===== src/rtl/stopwatch_mux_n.sv =====
// N-digit BCD stopwatch with run/stop, lap freeze, clear, wrap/saturate overflow and a scanned 7-segment driver.
// Count and flags update on the edge after an event; segment pins are registered one cycle behind the scan index.
module stopwatch_mux_n #(
  parameter int DIGITS   = 4,
  parameter int TICK_DIV = 1_000_000,
  parameter int SCAN_DIV = 100_000,
  parameter int DP_POS   = 2,
  parameter int WRAP     = 1
) (
  input  logic                  clk_i,
  input  logic                  rst_i,
  input  logic                  start_stop_i,
  input  logic                  lap_i,
  input  logic                  clear_i,
  output logic [DIGITS-1:0]     an_o,
  output logic [6:0]            bcd_o,
  output logic                  dp_o,
  output logic                  overflow_o,
  output logic                  running_o,
  output logic [4*DIGITS-1:0]   count_o
);

  localparam int PW = $clog2(TICK_DIV);
  localparam int SW = (SCAN_DIV > 1) ? $clog2(SCAN_DIV) : 1;
  localparam int IW = $clog2(DIGITS);
  localparam logic [31:0] DP_U = DP_POS;

  typedef enum logic [1:0] {
    ST_STOPPED = 2'd0,
    ST_RUNNING = 2'd1,
    ST_LAP     = 2'd2
  } state_t;

  state_t               state_q, state_d;
  logic [4*DIGITS-1:0]  count_q, count_d;
  logic [4*DIGITS-1:0]  snap_q, snap_d;
  logic [PW-1:0]        presc_q, presc_d;
  logic                 ovf_q, ovf_d;
  logic [SW-1:0]        scan_q;
  logic [IW-1:0]        idx_q;
  logic [DIGITS-1:0]    an_q;
  logic [6:0]           bcd_q;
  logic                 dp_q;

  logic [4*DIGITS-1:0]  inc_cnt;
  logic                 carry;
  logic                 all9;
  logic [4*DIGITS-1:0]  disp;
  logic [3:0]           cur_dig;

  function automatic logic [6:0] seg7(input logic [3:0] d);
    case (d)
      4'd0:    seg7 = 7'h40;
      4'd1:    seg7 = 7'h79;
      4'd2:    seg7 = 7'h24;
      4'd3:    seg7 = 7'h30;
      4'd4:    seg7 = 7'h19;
      4'd5:    seg7 = 7'h12;
      4'd6:    seg7 = 7'h02;
      4'd7:    seg7 = 7'h78;
      4'd8:    seg7 = 7'h00;
      4'd9:    seg7 = 7'h10;
      default: seg7 = 7'h7F;
    endcase
  endfunction

  // Ripple-carry BCD increment; a carry out of the top digit means all-9.
  always_comb begin
    carry   = 1'b1;
    inc_cnt = count_q;
    for (int i = 0; i < DIGITS; i++) begin
      if (carry) begin
        if (count_q[4*i +: 4] == 4'd9) begin
          inc_cnt[4*i +: 4] = 4'd0;
        end else begin
          inc_cnt[4*i +: 4] = count_q[4*i +: 4] + 4'd1;
          carry = 1'b0;
        end
      end
    end
    all9 = carry;
  end

  always_comb begin
    state_d = state_q;
    count_d = count_q;
    snap_d  = snap_q;
    presc_d = presc_q;
    ovf_d   = ovf_q;
    case (state_q)
      ST_STOPPED: begin
        if (clear_i) begin
          count_d = '0;
          presc_d = '0;
          ovf_d   = 1'b0;
        end else if (start_stop_i) begin
          state_d = ST_RUNNING;
          presc_d = '0;
        end
      end
      ST_RUNNING: begin
        if (start_stop_i) begin
          state_d = ST_STOPPED;
        end else if (lap_i) begin
          state_d = ST_LAP;
          snap_d  = count_q;
        end
      end
      ST_LAP: begin
        if (start_stop_i) begin
          state_d = ST_STOPPED;
        end else if (lap_i) begin
          state_d = ST_RUNNING;
        end
      end
      default: state_d = ST_STOPPED;
    endcase
    // Timebase keeps going in the cycle a stop is registered; saturation overrides any event.
    if (state_q == ST_RUNNING || state_q == ST_LAP) begin
      if (presc_q == PW'(TICK_DIV - 1)) begin
        presc_d = '0;
        if (all9) begin
          ovf_d = 1'b1;
          if (WRAP != 0) begin
            count_d = inc_cnt;
          end else begin
            state_d = ST_STOPPED;
          end
        end else begin
          count_d = inc_cnt;
        end
      end else begin
        presc_d = presc_q + PW'(1);
      end
    end
  end

  always_ff @(posedge clk_i) begin
    if (rst_i) begin
      state_q <= ST_STOPPED;
      count_q <= '0;
      snap_q  <= '0;
      presc_q <= '0;
      ovf_q   <= 1'b0;
    end else begin
      state_q <= state_d;
      count_q <= count_d;
      snap_q  <= snap_d;
      presc_q <= presc_d;
      ovf_q   <= ovf_d;
    end
  end

  assign disp = (state_q == ST_LAP) ? snap_q : count_q;

  always_comb begin
    cur_dig = 4'd0;
    for (int i = 0; i < DIGITS; i++) begin
      if (idx_q == IW'(i)) cur_dig = disp[4*i +: 4];
    end
  end

  always_ff @(posedge clk_i) begin
    if (rst_i) begin
      scan_q <= '0;
      idx_q  <= '0;
      an_q   <= '1;
      bcd_q  <= 7'h7F;
      dp_q   <= 1'b1;
    end else begin
      if (scan_q == SW'(SCAN_DIV - 1)) begin
        scan_q <= '0;
        idx_q  <= (idx_q == IW'(DIGITS - 1)) ? '0 : idx_q + IW'(1);
      end else begin
        scan_q <= scan_q + SW'(1);
      end
      an_q  <= ~({{(DIGITS-1){1'b0}}, 1'b1} << idx_q);
      bcd_q <= seg7(cur_dig);
      dp_q  <= (32'(idx_q) != DP_U);
    end
  end

  assign an_o       = an_q;
  assign bcd_o      = bcd_q;
  assign dp_o       = dp_q;
  assign overflow_o = ovf_q;
  assign running_o  = (state_q != ST_STOPPED);
  assign count_o    = count_q;

endmodule


===== config.mk =====
export PLATFORM = sky130hd
export DESIGN_NAME = stopwatch_mux_n
export DESIGN_NICKNAME = d
export VERILOG_FILES = /design/src/rtl/stopwatch_mux_n.sv
export SDC_FILE = /design/constraint.sdc
export NUM_CORES = 1
export LEC_CHECK = 0
export CORE_ASPECT_RATIO = 1.75
export CORE_UTILIZATION = 50
export CTS_BUF_LIST = sky130_fd_sc_hd__clkbuf_4 sky130_fd_sc_hd__clkbuf_8 sky130_fd_sc_hd__clkbuf_16
export CTS_CLUSTER_SIZE = 12
export DETAILED_ROUTE_END_ITERATION = 12
export PLACE_DENSITY = 0.68
export SYNTH_ARGS = -nofsm -noshare
export SYNTH_HDL_FRONTEND = slang
export SYNTH_SLANG_ARGS = --single-unit

===== constraint.sdc =====
create_clock -name clk_i -period 3.3 [get_ports clk_i]
set_clock_uncertainty 0.15 [all_clocks]
set_input_delay 0.33 -clock clk_i [delete_from_list [all_inputs] [get_ports clk_i]]
set_output_delay 0.33 -clock clk_i [all_outputs]
set_load 0.005 [all_outputs]

==> flow_summary.json, run 1 <==
{
  "synth-simple-area-share": 0.288,
  "rsz0062_at_grt": "no",
  "post_cts_buffers": 0,
  "setup_tns_ns": 0,
  "area_growth_pct": 16.2,
  "ir_worst_vdd_mv": 0.475,
  "cp.arrival_ns": 2.65,
  "core_area_um2": 8310,
  "hold_viol": 0,
  "async_flop_share": 0,
  "muxShareOfSynthArea": 0.0517,
  "ys_warn_count": 0,
  "pwr_density_cell_nw_per_um2": 445,
  "holdWs_ns": 0.301,
  "setup_ws_ns": 0.725,
  "first_iter_violations": 205,
  "diodes": 0,
  "via_per_inst": 5.51,
  "hold_class": "reg2reg",
  "cpLargestDelayFamily": "compound AO/OA/AOI/OAI gates",
  "clock.fmax_mhz": 388,
  "post-dp-hpwl_um": 6950,
  "portBuffers": 34,
  "synthCells": 502,
  "synth_xor_area_frac": 0.0670,
  "synth_fa_ha_area_frac": 0.0319,
  "status": "completed",
  "slew_headroom": 0.545,
  "worstSetupEndpointType": "flip-flop",
  "pre_cts_slack_ns": 0.734,
  "path_class": "reg2reg",
  "nets": 544,
  "ios": 35,
  "drc": 0,
  "syn_area_per_cell_um2": 8.59,
  "worst_pin_slew_ns": 0.679,
  "synthesis.area_um2": 4310,
  "cts_buffers": 9,
  "cts_tree": "yes",
  "drtAntennaViolNets": 0,
  "die_width_um": 72.2,
  "overflow": 0,
  "cp-start-kind": "flip-flop",
  "ys_seq_elements": 85,
  "cts_resized": 0,
  "grt_pass1_wl_um": 16500,
  "synth_top_family_by_area": "simple AND/OR/NAND/NOR gates",
  "path_clk_slew_ns": 0.07,
  "first_pass_iters": 4,
  "finalSetupViolations": 0,
  "grt_pass1_vias": 3524,
  "fp-row-count": 44,
  "synth_cell_type_count": 67,
  "grt.total_usage": 0.233,
  "grt_start_max_net_pins": 40,
  "yosysSeqAreaShare": 0.395,
  "cts-htree-levels": 3,
  "max_stage_delay_ns": 0.38,
  "synth_ff_type": "dfxtp_1",
  "antenna_found_initial": 0,
  "crit_chain": "inv_1 > ha_1 > buf_4 > mux2i_1 > o221ai_1 > nand2_1 > inv_1 > ha_1 > nor2_1 > a2111o_1",
  "required_ns": 3.38,
  "power_mw": 2.23,
  "post-route-period-util": 0.780,
  "dieArea_um2": 9010,
  "die_h_um": 125,
  "final_max_slew_viol_count": 0,
  "synth-edff-count": 0,
  "hold_buffers": 0,
  "slowest_stage": "a2111o_1",
  "wl_per_cell_um": 15.1,
  "max_cap_viol_count": 0,
  "vias": 3570,
  "synth_compound_area_frac": 0.124,
  "wl_um": 9770,
  "synth_fp_nets": 518,
  "ctsLongestPathBuffers": 2,
  "leakagePower_nw": 1.75,
  "start_util": 0.519,
  "place_congestion": 0.816,
  "cts_sinks": 85,
  "final_util": 0.603,
  "period_needed_ns": 2.57,
  "insertion_delay_ns": 0.35,
  "crit_fanout": 18,
  "critPathBufInv": 3,
  "r2r_slack_ns": 0.73,
  "layout-drive-gt1-share": 0.0675,
  "cts-root-buf": "clkbuf_16"
}
[kinds of logic after synthesis]
family | Yosys count
AOI/OAI and AO/OA | 84
xor gates and xnor gates | 33
and+or+nand+nor | 227
buffers and inverters | 40
muxes | 22
DFF | 85
adders and majority gates | 11
[routing by layer]
metal / share of wire / vias up / track usage
li1: - / 1806 / -
met3: 0.029 / 14 / 0.0413
met4: 0.022 / 0 / 0.0923
met2: 0.55 / 52 / 0.424
met1: 0.40 / 1698 / 0.257
met5: 0 / - / 0
[tightest hold or removal path, cell delays in order (launching register included)]
cell     delay, ns
dfxtp_1       0.31
nand2_1       0.05
a21oi_1       0.05
[layout by cell type (no fill, tap or decap), types with 4 or more instances in the layout]
cell,count
a21oi_1,42
and2_1,7
and3_1,10
and4_1,5
buf_4,6
clkbuf_16,9
clkdlybuf4s50_1,34
dfxtp_1,85
ha_1,11
inv_1,14
mux2i_1,20
nand2_1,67
nand2b_1,4
nand3_1,18
nand4_1,12
nor2_1,56
nor2b_1,7
nor3_1,5
nor3b_1,4
o21ai_0,10
o221ai_1,4
or3_1,5
xnor2_1,11
xor2_1,22
[power by group]
group          leakage [nW]  internal, mW  switching [mW]
Sequential            0.688          1.04         0.00966
Clock                 0.150         0.589           0.429
Combinational         0.914        0.0599           0.103
Total                  1.75          1.69           0.541
[synthesized netlist by cell type, types with 2 or more instances]
master	count	share of area
a21o_1	3	0.0052
a21oi_1	42	0.049
a22o_1	3	0.0061
a22oi_1	3	0.0052
a31oi_1	2	0.0029
and2_1	7	0.010
and3_1	10	0.015
and3b_1	2	0.0041
and4_1	5	0.010
buf_2	9	0.010
buf_4	2	0.0035
buf_6	2	0.0052
clkbuf_1	11	0.0096
dfxtp_1	85	0.39
ha_1	11	0.032
inv_1	14	0.012
mux2i_1	20	0.046
nand2_1	67	0.058
nand2b_1	4	0.0058
nand3_1	18	0.021
nand3b_1	2	0.0035
nand4_1	12	0.017
nand4bb_1	2	0.0052
nor2_1	56	0.049
nor2b_1	7	0.010
nor3_1	5	0.0058
nor3b_1	4	0.0070
nor4_2	2	0.0058
nor4bb_1	3	0.0070
o211ai_1	3	0.0052
o21ai_0	10	0.012
o221ai_1	4	0.0081
or3_1	5	0.0073
or4_1	2	0.0035
or4b_1	2	0.0046
xnor2_1	11	0.022
xor2_1	22	0.045
[final timing paths]
path	start	end	depth (start not counted)
max	state_q[0]	bcd_o[3]	10
min	overflow_o	overflow_o	2
max reg2reg	state_q[0]	bcd_o[3]	10
min reg2reg	overflow_o	overflow_o	2
[final cells by class]
class                      instances  area, um^2
clock buffer                       9         225
clock inverter                     7        71.3
fill                             747        3300
inverter                          15        56.3
multi-input combinational        377        2430
sequential                        85        1700
tap                              115         144
timing repair buffer              40         385
[stage by stage]
step | area (um^2) | cells
after floorplan | 4310 | 502
after global placement | 4710 | 632
after detailed placement | 4710 | 632
after CTS | 5010 | 648
after global routing | 5010 | 648
final | 5010 | 648
[registers in the layout, indices dropped and copies added (netlist names)]
name	flops
an_o	3
bcd_o	7
count_o	16
dp_o	1
idx_q	2
overflow_o	1
presc_q	20
scan_q	17
snap_q	16
state_q	2
Note: power is estimated with default switching activity, not from simulation.
==> run 2, diff against run 1 <==
PLACE_DENSITY = 0.71   (was 0.68)
clock period = 2.12 ns   (was 3.3 ns; I/O delays follow)
==> flow_summary.json, run 2 (synthesis results as in run 1) <==
{
  "reg.largest.list": "presc_q (20), scan_q (17)",
  "wl_met3_um": 315,
  "cp.arrival_ns": 2.30,
  "overflow": 0,
  "hold_viol": 0,
  "clock.fmax_mhz": 453,
  "cts_buffers": 9,
  "largest_reg_flops": 20,
  "ctsLongestPathBuffers": 2,
  "max_cap_viol_count": 0,
  "first_iter_violations": 243,
  "nets": 627,
  "ios": 35,
  "wl_met2_um": 6330,
  "cts-htree-levels": 3,
  "r2r_slack_ns": -0.09,
  "cts_tree": "yes",
  "worstSetupEndpointType": "flip-flop",
  "hold_buffers": 0,
  "violations": "negative setup slack",
  "portBuffers": 34,
  "start_util": 0.519,
  "cp-start-kind": "flip-flop",
  "finalSetupViolations": 3,
  "final_common_cell": "buf_4",
  "fillers": 629,
  "slew_headroom": 0.653,
  "vias": 4014,
  "setup_ws_ns": -0.0862,
  "path_class": "reg2reg",
  "rsz0062_at_grt": "yes",
  "core_area_um2": 8310,
  "met1Wirelength_um": 4260,
  "setup_tns_ns": -0.153,
  "first_pass_iters": 4,
  "required_ns": 2.21,
  "drtAntennaViolNets": 0,
  "pwr_density_cell_nw_per_um2": 634,
  "grt.total_usage": 0.254,
  "grt_pass1_wl_um": 17900,
  "period_needed_ns": 2.21,
  "worst_pin_slew_ns": 0.516,
  "status": "complete, but fails checks",
  "grt_pass1_vias": 3924,
  "cts-root-buf": "clkbuf_16",
  "place_congestion": 0.852,
  "ir_worst_vdd_mv": 0.527,
  "area_growth_pct": 38.4,
  "insertion_delay_ns": 0.35,
  "hold_class": "reg2reg",
  "via_per_inst": 5.49,
  "fp-row-count": 44,
  "grt_start_max_net_pins": 18,
  "diodes": 0,
  "die_width_um": 72.2,
  "drc": 0,
  "post-dp-hpwl_um": 7960,
  "leakagePower_nw": 2.27,
  "crit_fanout": 8,
  "antenna_found_initial": 0,
  "wl_per_cell_um": 15.6,
  "die_h_um": 125,
  "path_clk_slew_ns": 0.07,
  "top_register": "presc_q",
  "final_max_slew_viol_count": 0,
  "holdWs_ns": 0.299,
  "final_cell_mix": "buf_4 (85), dfxtp_1 (80), nand2_1 (65)",
  "layout-drive-gt1-share": 0.263,
  "dieArea_um2": 9010,
  "wl_um": 11400,
  "post-route-period-util": 1.04,
  "top_layer_used": "met4",
  "cts_sinks": 85
}
## run 2: layer usage
metal / vias up / GRT usage
li1: 1969 / -
met1: 1907 / 0.254
met2: 98 / 0.468
met3: 40 / 0.0396
met4: 0 / 0.157
met5: - / 0
## run 2: through the flow
stage / utilization / std cells / setup WS [ns] / instance area [um^2] / power [mW]
6_report: 0.718 / 731 / -0.0862 / 5970 / 3.78
5_1_grt: 0.718 / 731 / -0.185 / 5970 / 3.90
3_3_place_gp: 0.634 / 700 / -0.0975 / 5270 / 1.99
3_5_place_dp: 0.634 / 700 / -0.135 / 5270 / 2.00
2_1_floorplan: - / 502 / -0.129 / 4360 / 1.86
4_1_cts: 0.688 / 723 / -0.0828 / 5720 / 3.74
## run 2: layout make-up
type / instances / area [um^2] / area share
Clock buffer: 9 / 225 / 0.0378
Inverter: 15 / 61.3 / 0.0103
Sequential cell: 85 / 1710 / 0.287
Timing Repair Buffer: 123 / 1050 / 0.176
Clock inverter: 7 / 98.8 / 0.0166
Tap cell: 115 / 144 / 0.0241
Multi-Input combinational cell: 377 / 2670 / 0.448
## run 2: power by group
| group | internal [mW] | total (mW) | switching (mW) |
|---|---|---|---|
| combinational | 0.214 | 0.426 | 0.212 |
| sequential | 1.62 | 1.63 | 0.0147 |
| clock | 1.04 | 1.72 | 0.684 |
## run 2: worst paths after layout
kind         cells past startpoint        from        end
max reg2reg                      8  state_q[0]   bcd_o[6]
min                              1   scan_q[0]  scan_q[0]
max                              8  state_q[0]   bcd_o[6]
min reg2reg                      1   scan_q[0]  scan_q[0]
## run 2: worst max-delay path, stage by stage (launching register included)
cell	delay [ns]
dfxtp_2	0.36
inv_4	0.05
ha_4	0.20
buf_4	0.14
mux2i_1	0.12
o221a_1	0.26
or2_4	0.26
mux2_4	0.31
a211o_1	0.25
## run 2: repair_timing
action                                  CTS  global route
buffers inserted                          7             9
pin swaps                                 6            15
gates resized for setup                  16            41
endpoints found under the setup margin   22            37
==> run 3, diff against run 2 <==
CORE_UTILIZATION = 45   (was 50)
GPL_ROUTABILITY_DRIVEN = 0   (was unset)
GPL_TIMING_DRIVEN = 1   (was unset)
PLACE_DENSITY = 0.65   (was 0.71)
==> flow_summary.json, run 3 (synthesis results as in run 1) <==
{
  "first_iter_violations": 170,
  "first_pass_iters": 4,
  "wl_um": 11100,
  "slowest_stage": "dfxtp_2",
  "insertion_delay_ns": 0.34,
  "cts-root-buf": "clkbuf_16",
  "vias": 3949,
  "setup_ws_ns": -0.0959,
  "finalSetupViolations": 5,
  "final_common_cell": "buf_4",
  "cts_buffers": 9,
  "setup_tns_ns": -0.262,
  "layout-drive-gt1-share": 0.271,
  "worst_pin_slew_ns": 0.551,
  "wl_per_cell_um": 15.1,
  "diodes": 0,
  "overflow": 0,
  "post-dp-hpwl_um": 7860,
  "grt.total_usage": 0.225,
  "path_class": "reg2reg",
  "grt_pass1_vias": 3929,
  "top_register": "presc_q",
  "largest_reg_flops": 20,
  "worstSetupEndpointType": "flip-flop",
  "clock.fmax_mhz": 451,
  "hold_class": "reg2reg",
  "grt_start_max_net_pins": 19,
  "cts-htree-levels": 3,
  "cts_sinks": 85,
  "cp.arrival_ns": 2.29,
  "die_width_um": 76.0,
  "area_growth_pct": 37.4,
  "via_per_inst": 5.36,
  "fp-row-count": 46,
  "period_needed_ns": 2.22,
  "dieArea_um2": 9990,
  "portBuffers": 34,
  "hold_viol": 0,
  "die_h_um": 131,
  "rsz0062_at_grt": "yes",
  "path_clk_slew_ns": 0.07,
  "slew_headroom": 0.630,
  "reg.largest.list": "presc_q (20), scan_q (17)",
  "cp-start-kind": "flip-flop",
  "required_ns": 2.19,
  "crit_chain": "inv_4 > ha_4 > buf_4 > mux2i_1 > o221a_1 > or2_4 > mux2_4 > a211o_1",
  "core_area_um2": 9210,
  "grt_pass1_wl_um": 18100,
  "ir_worst_vdd_mv": 0.451,
  "crit_fanout": 5,
  "ctsLongestPathBuffers": 2,
  "power_mw": 3.54,
  "start_util": 0.468,
  "leakagePower_nw": 2.26,
  "nets": 628,
  "violations": "negative setup slack",
  "drtAntennaViolNets": 0,
  "final_util": 0.643,
  "drc": 0,
  "final_max_slew_viol_count": 0,
  "status": "complete, but fails checks",
  "ios": 35,
  "post-route-period-util": 1.05,
  "max_cap_viol_count": 0,
  "pwr_density_cell_nw_per_um2": 598,
  "max_stage_delay_ns": 0.35,
  "final_cell_mix": "buf_4 (84), dfxtp_1 (79), nand2_1 (65)",
  "antenna_found_initial": 0,
  "cts_tree": "yes"
}
run 3: layer usage:
metal  global-route usage  up-vias  share of wire
met4                0.114        0          0.036
li1                     -     1975              -
met5                    0        -              0
met1                0.240     1882           0.41
met3               0.0375       25          0.022
met2                0.418       67           0.54
run 3: path summary, 6_finish.rpt:
path               from        end  slack (ns)  depth (start not counted)
max          state_q[0]   bcd_o[6]        -0.1                          8
min           scan_q[0]  scan_q[0]        0.30                          1
max reg2reg  state_q[0]   bcd_o[6]        -0.1                          8
min reg2reg   scan_q[0]  scan_q[0]        0.30                          1
run 3: layout make-up:
class / count / area (um^2)
clock buffers: 11 / 253
clock inverters: 5 / 35.0
fillers: 777 / 3280
well taps: 120 / 150
inverters: 15 / 61.3
multi-input cells: 377 / 2650
repair buffers: 124 / 1060
flip-flops and latches: 85 / 1710
run 3: report_power, final:
| part | internal, mW | switching (mW) |
|---|---|---|
| combinational | 0.191 | 0.206 |
| clock | 0.858 | 0.654 |
| sequential | 1.62 | 0.0135 |
| total | 2.67 | 0.874 |
run 3: per-stage QoR:
stage | setup slack, ns | hold slack, ns | instance area (um^2) | std cells
floorplan | -0.129 | 0.239 | 4360 | 502
global placement | -0.0772 | 0.282 | 5280 | 705
detailed placement | -0.101 | 0.297 | 5280 | 705
CTS | -0.0559 | 0.307 | 5720 | 730
global route | -0.146 | 0.341 | 5920 | 737
finish | -0.0959 | 0.302 | 5920 | 737
run 3: repair_timing:
item / CTS / global route
gates resized for setup: 23 / 35
endpoints found under the setup margin: 13 / 38
pin swaps: 10 / 16
hold buffers: 0 / 0
buffers inserted: 9 / 7
run 3: critical path, delay by kind of cell, from the launching register on:
| family | cells | cell delay (ns) |
|---|---|---|
| DFF | 1 | 0.35 |
| muxes | 2 | 0.43 |
| and+or+nand+nor | 1 | 0.26 |
| buffers and inverters | 2 | 0.20 |
| AOI/OAI and AO/OA | 2 | 0.54 |
| adders and majority gates | 1 | 0.18 |
==> variant (config.mk and constraints of run 3) <==
Reset style: asynchronous (`rst_i`), changed in 2 clocked blocks.
--- a/src/rtl/stopwatch_mux_n.sv
+++ b/src/rtl/stopwatch_mux_n.sv
@@ -136,5 +136,5 @@
   end
 
-  always_ff @(posedge clk_i) begin
+  always_ff @(posedge clk_i or posedge rst_i) begin
     if (rst_i) begin
       state_q <= ST_STOPPED;
@@ -161,5 +161,5 @@
   end
 
-  always_ff @(posedge clk_i) begin
+  always_ff @(posedge clk_i or posedge rst_i) begin
     if (rst_i) begin
       scan_q <= '0;
Check against the original RTL: differs if rst_i is asserted again (counterexample within 4 cycles, from zero or initial values and one cycle with rst_i high); with rst_i held inactive, the same outputs for 10 cycles.
==> variant against run 3 <==
The flow still finishes with violations (negative setup slack); worst setup slack got worse by 0.068 ns; cell count down 8.1%; area after synthesis up 3.0%; largest cell class unchanged; hold slack lost 0.24 ns; synthesized cell count fell by 13%; routed wire length rose by 0.57%; sequential cell count unchanged; final area grew 5.7%.
Power is not compared: it rests on default switching activity, and its combinational part moved more than twofold at a synthesized area within 25%.
==> variant: results (changes against run 3) <==
[metrics] startpoint of the most critical setup path: presc_q[8]$_DFFE_PP0P_
[metrics] Synth async-reset ratio: 100% (+100 points)
[metrics] crit path DAT: 2.40 ns (+0.11 ns)
[metrics] final layout net count: 566 (-9.9%)
[metrics] worst max-slew margin expressed relative to the limit: 68.2% (+5.2 points)
[metrics] count of cells along the worst register-to-register path: 6 (-2)
[metrics] GRT Resource Usage Total: 23.1% (+0.57 points)
[metrics] terminus of the critical flop-to-flop path: count_o[13]$_DFFE_PP0P_
[metrics] antenna diode count: 0 (unchanged)
[metrics] global-route wire length before repair: 18400 um (+1.6%)
[metrics] status: finished with violations
[metrics] number of H-tree levels: 3 (unchanged)
[metrics] peak ir drop on the vdd network: around 0.51 mV
[metrics] number of input and output port buffers inserted: 34 (unchanged)
[metrics] number of clock buffers inserted by TritonCTS: 9 (unchanged)
[metrics] maximum number of pins on one net before global-route repair: 37 (+18)
[metrics] number of antenna violations at the first check in global routing: 0 (unchanged)
[metrics] min-delay worst type: in2async
[metrics] average routed wire per standard cell: 16.5 um (+9.5%)
[metrics] final setup slack of the worst path: -0.164 ns (-0.0680 ns)
[metrics] CTS root buffer: clkbuf_16
[metrics] maximum clock path buffer count: 2 (unchanged)
[metrics] critical-path maximum fanout: 6 (+1)
[metrics] routed via count divided by cell count: 5.50 (+2.7%)
[metrics] number of global-route vias before repair: 3862 (-1.7%)
[metrics] setup violation total in the final timing report: 42 (+37)
[metrics] net count after synthesis: 452 (-13%)
[metrics] worst hold margin: 0.0634 ns (-0.239 ns)
[metrics] number of distinct library cells after synthesis: 56 (-16%)
[metrics] fraction of power spent switching nets: between 30% and 40%
[metrics] top cells by instance count after synthesis: 74 x dfrtp_1, 35 x nor2_1, 34 x nand2_1
[metrics] clock transition at the registers of the reported paths: 0.07 ns (about the same)
[metrics] main area contributors after synthesis: dfrtp_1 42%, mux2_2 6.6%, dfstp_2 6.5%
[metrics] pre-CTS setup slack: -0.279 ns (-0.178 ns)
[metrics] iteration count of the initial detailed-routing pass: 4 (unchanged)
[metrics] placed wire-length estimate after detailed placement: 7900 um (+0.50%)
[metrics] proportion of synthesized chip area in sequential cells: 48.2% (+8.7 points)
[metrics] final sum of negative setup slack: -3.83 ns (-3.56 ns)
[metrics] layout cell share with drive strength beyond 1: 37.1% (+10 points)
[metrics] leakage dissipation: approximately 2.8 nW
[metrics] later-pin clock latency in the skew report: 0.34 ns (about the same)
[metrics] biggest registers after layout: presc_q (20), scan_q (17)
[metrics] violations in the final reports: negative setup slack
[metrics] DR iter-0 viols: 180 (+5.9%)
[metrics] yosys warns: 0 (unchanged)
## variant: cell count changes after synthesis, sizes merged, moves of 14 or more
cell   before  now
dfxtp      85    0
o21ai      11   25
nor2       56   35
nand2      67   34
a21oi      42   12
dfrtp       0   74
mux2        2   26
## variant: per-stage QoR
step           instance area, um^2  std cells
2_1_floorplan                 4570        436
3_3_place_gp                  5550        649
3_5_place_dp                  5550        649
4_1_cts                       6160        674
5_1_grt                       6260        677
6_report                      6260        677
## variant: worst max path at each step
| stage | end | slack (ns) | cells after the start |
|---|---|---|---|
| 6_report | count_o[13]$_DFFE_PP0P_ | -0.16 | 6 |
| 5_1_grt | count_o[13]$_DFFE_PP0P_ | -0.24 | 6 |
| 4_1_cts | presc_q[9]$_DFFE_PP0P_ | -0.13 | 7 |
| 3_5_place_dp | bcd_o[3]$_DFF_PP1_ | -0.28 | 9 |
| 3_3_place_gp | bcd_o[1]$_DFF_PP1_ | -0.23 | 10 |
| 2_1_floorplan | bcd_o[1]$_DFF_PP1_ | -0.25 | 11 |
## variant: layout make-up
class | instances | area [um^2]
inverters | 22 | 86.3
fillers | 756 | 3260
repair buffers | 122 | 1130
clock buffers | 10 | 250
clock inverters | 6 | 51.3
well taps | 122 | 153
flip-flops and latches | 85 | 2140
multi-input cells | 310 | 2450
## variant: routing by layer
| layer | global-route usage, % | up-vias | share of wire (%) |
|---|---|---|---|
| li1 | - | 1774 | - |
| met1 | 23.2 | 1851 | 37 |
| met2 | 45.1 | 75 | 58 |
| met3 | 2.95 | 26 | 2.2 |
| met4 | 12.2 | 0 | 3.7 |
| met5 | 0 | - | 0 |
## variant: cell families (layout without fill, tap and decap cells)
family,after synthesis,count (layout),share of synthesized area [%]
flops,85,85,48.2
xor+xnor,28,28,5.52
compound gates,75,76,11.1
buf+inv,42,160,3.83
simple gates,159,159,19.4
mux,36,36,8.85
fa+ha+maj,11,11,3.10
## variant: power by group through the flow
| stage | logic [mW] | clock network [mW] | registers [mW] |
|---|---|---|---|
| final | 1.63 | 1.57 | 1.75 |
| after global routing | 1.78 | 1.66 | 1.76 |
| after CTS | 1.59 | 1.60 | 1.75 |
| after detailed placement | 1.36 | 0 | 1.78 |
| after global placement | 1.35 | 0 | 1.77 |
| after floorplan | 0.773 | 0 | 1.78 |
## variant: worst max-delay path, stage by stage, from the launching register on
cell	delay [ns]
dfrtp_1	0.38
or4bb_4	0.56
nor4_4	0.32
buf_4	0.19
nand3_4	0.10
or4_4	0.44
o21ai_2	0.07
## variant: what timing repair did
item | in CTS | in global routing
resized for setup | 58 | 23
gates cloned | 1 | 0
pin swaps | 24 | 12
endpoints found under the setup margin | 42 | 45
setup buffers | 9 | 3
hold buffers | 0 | 0
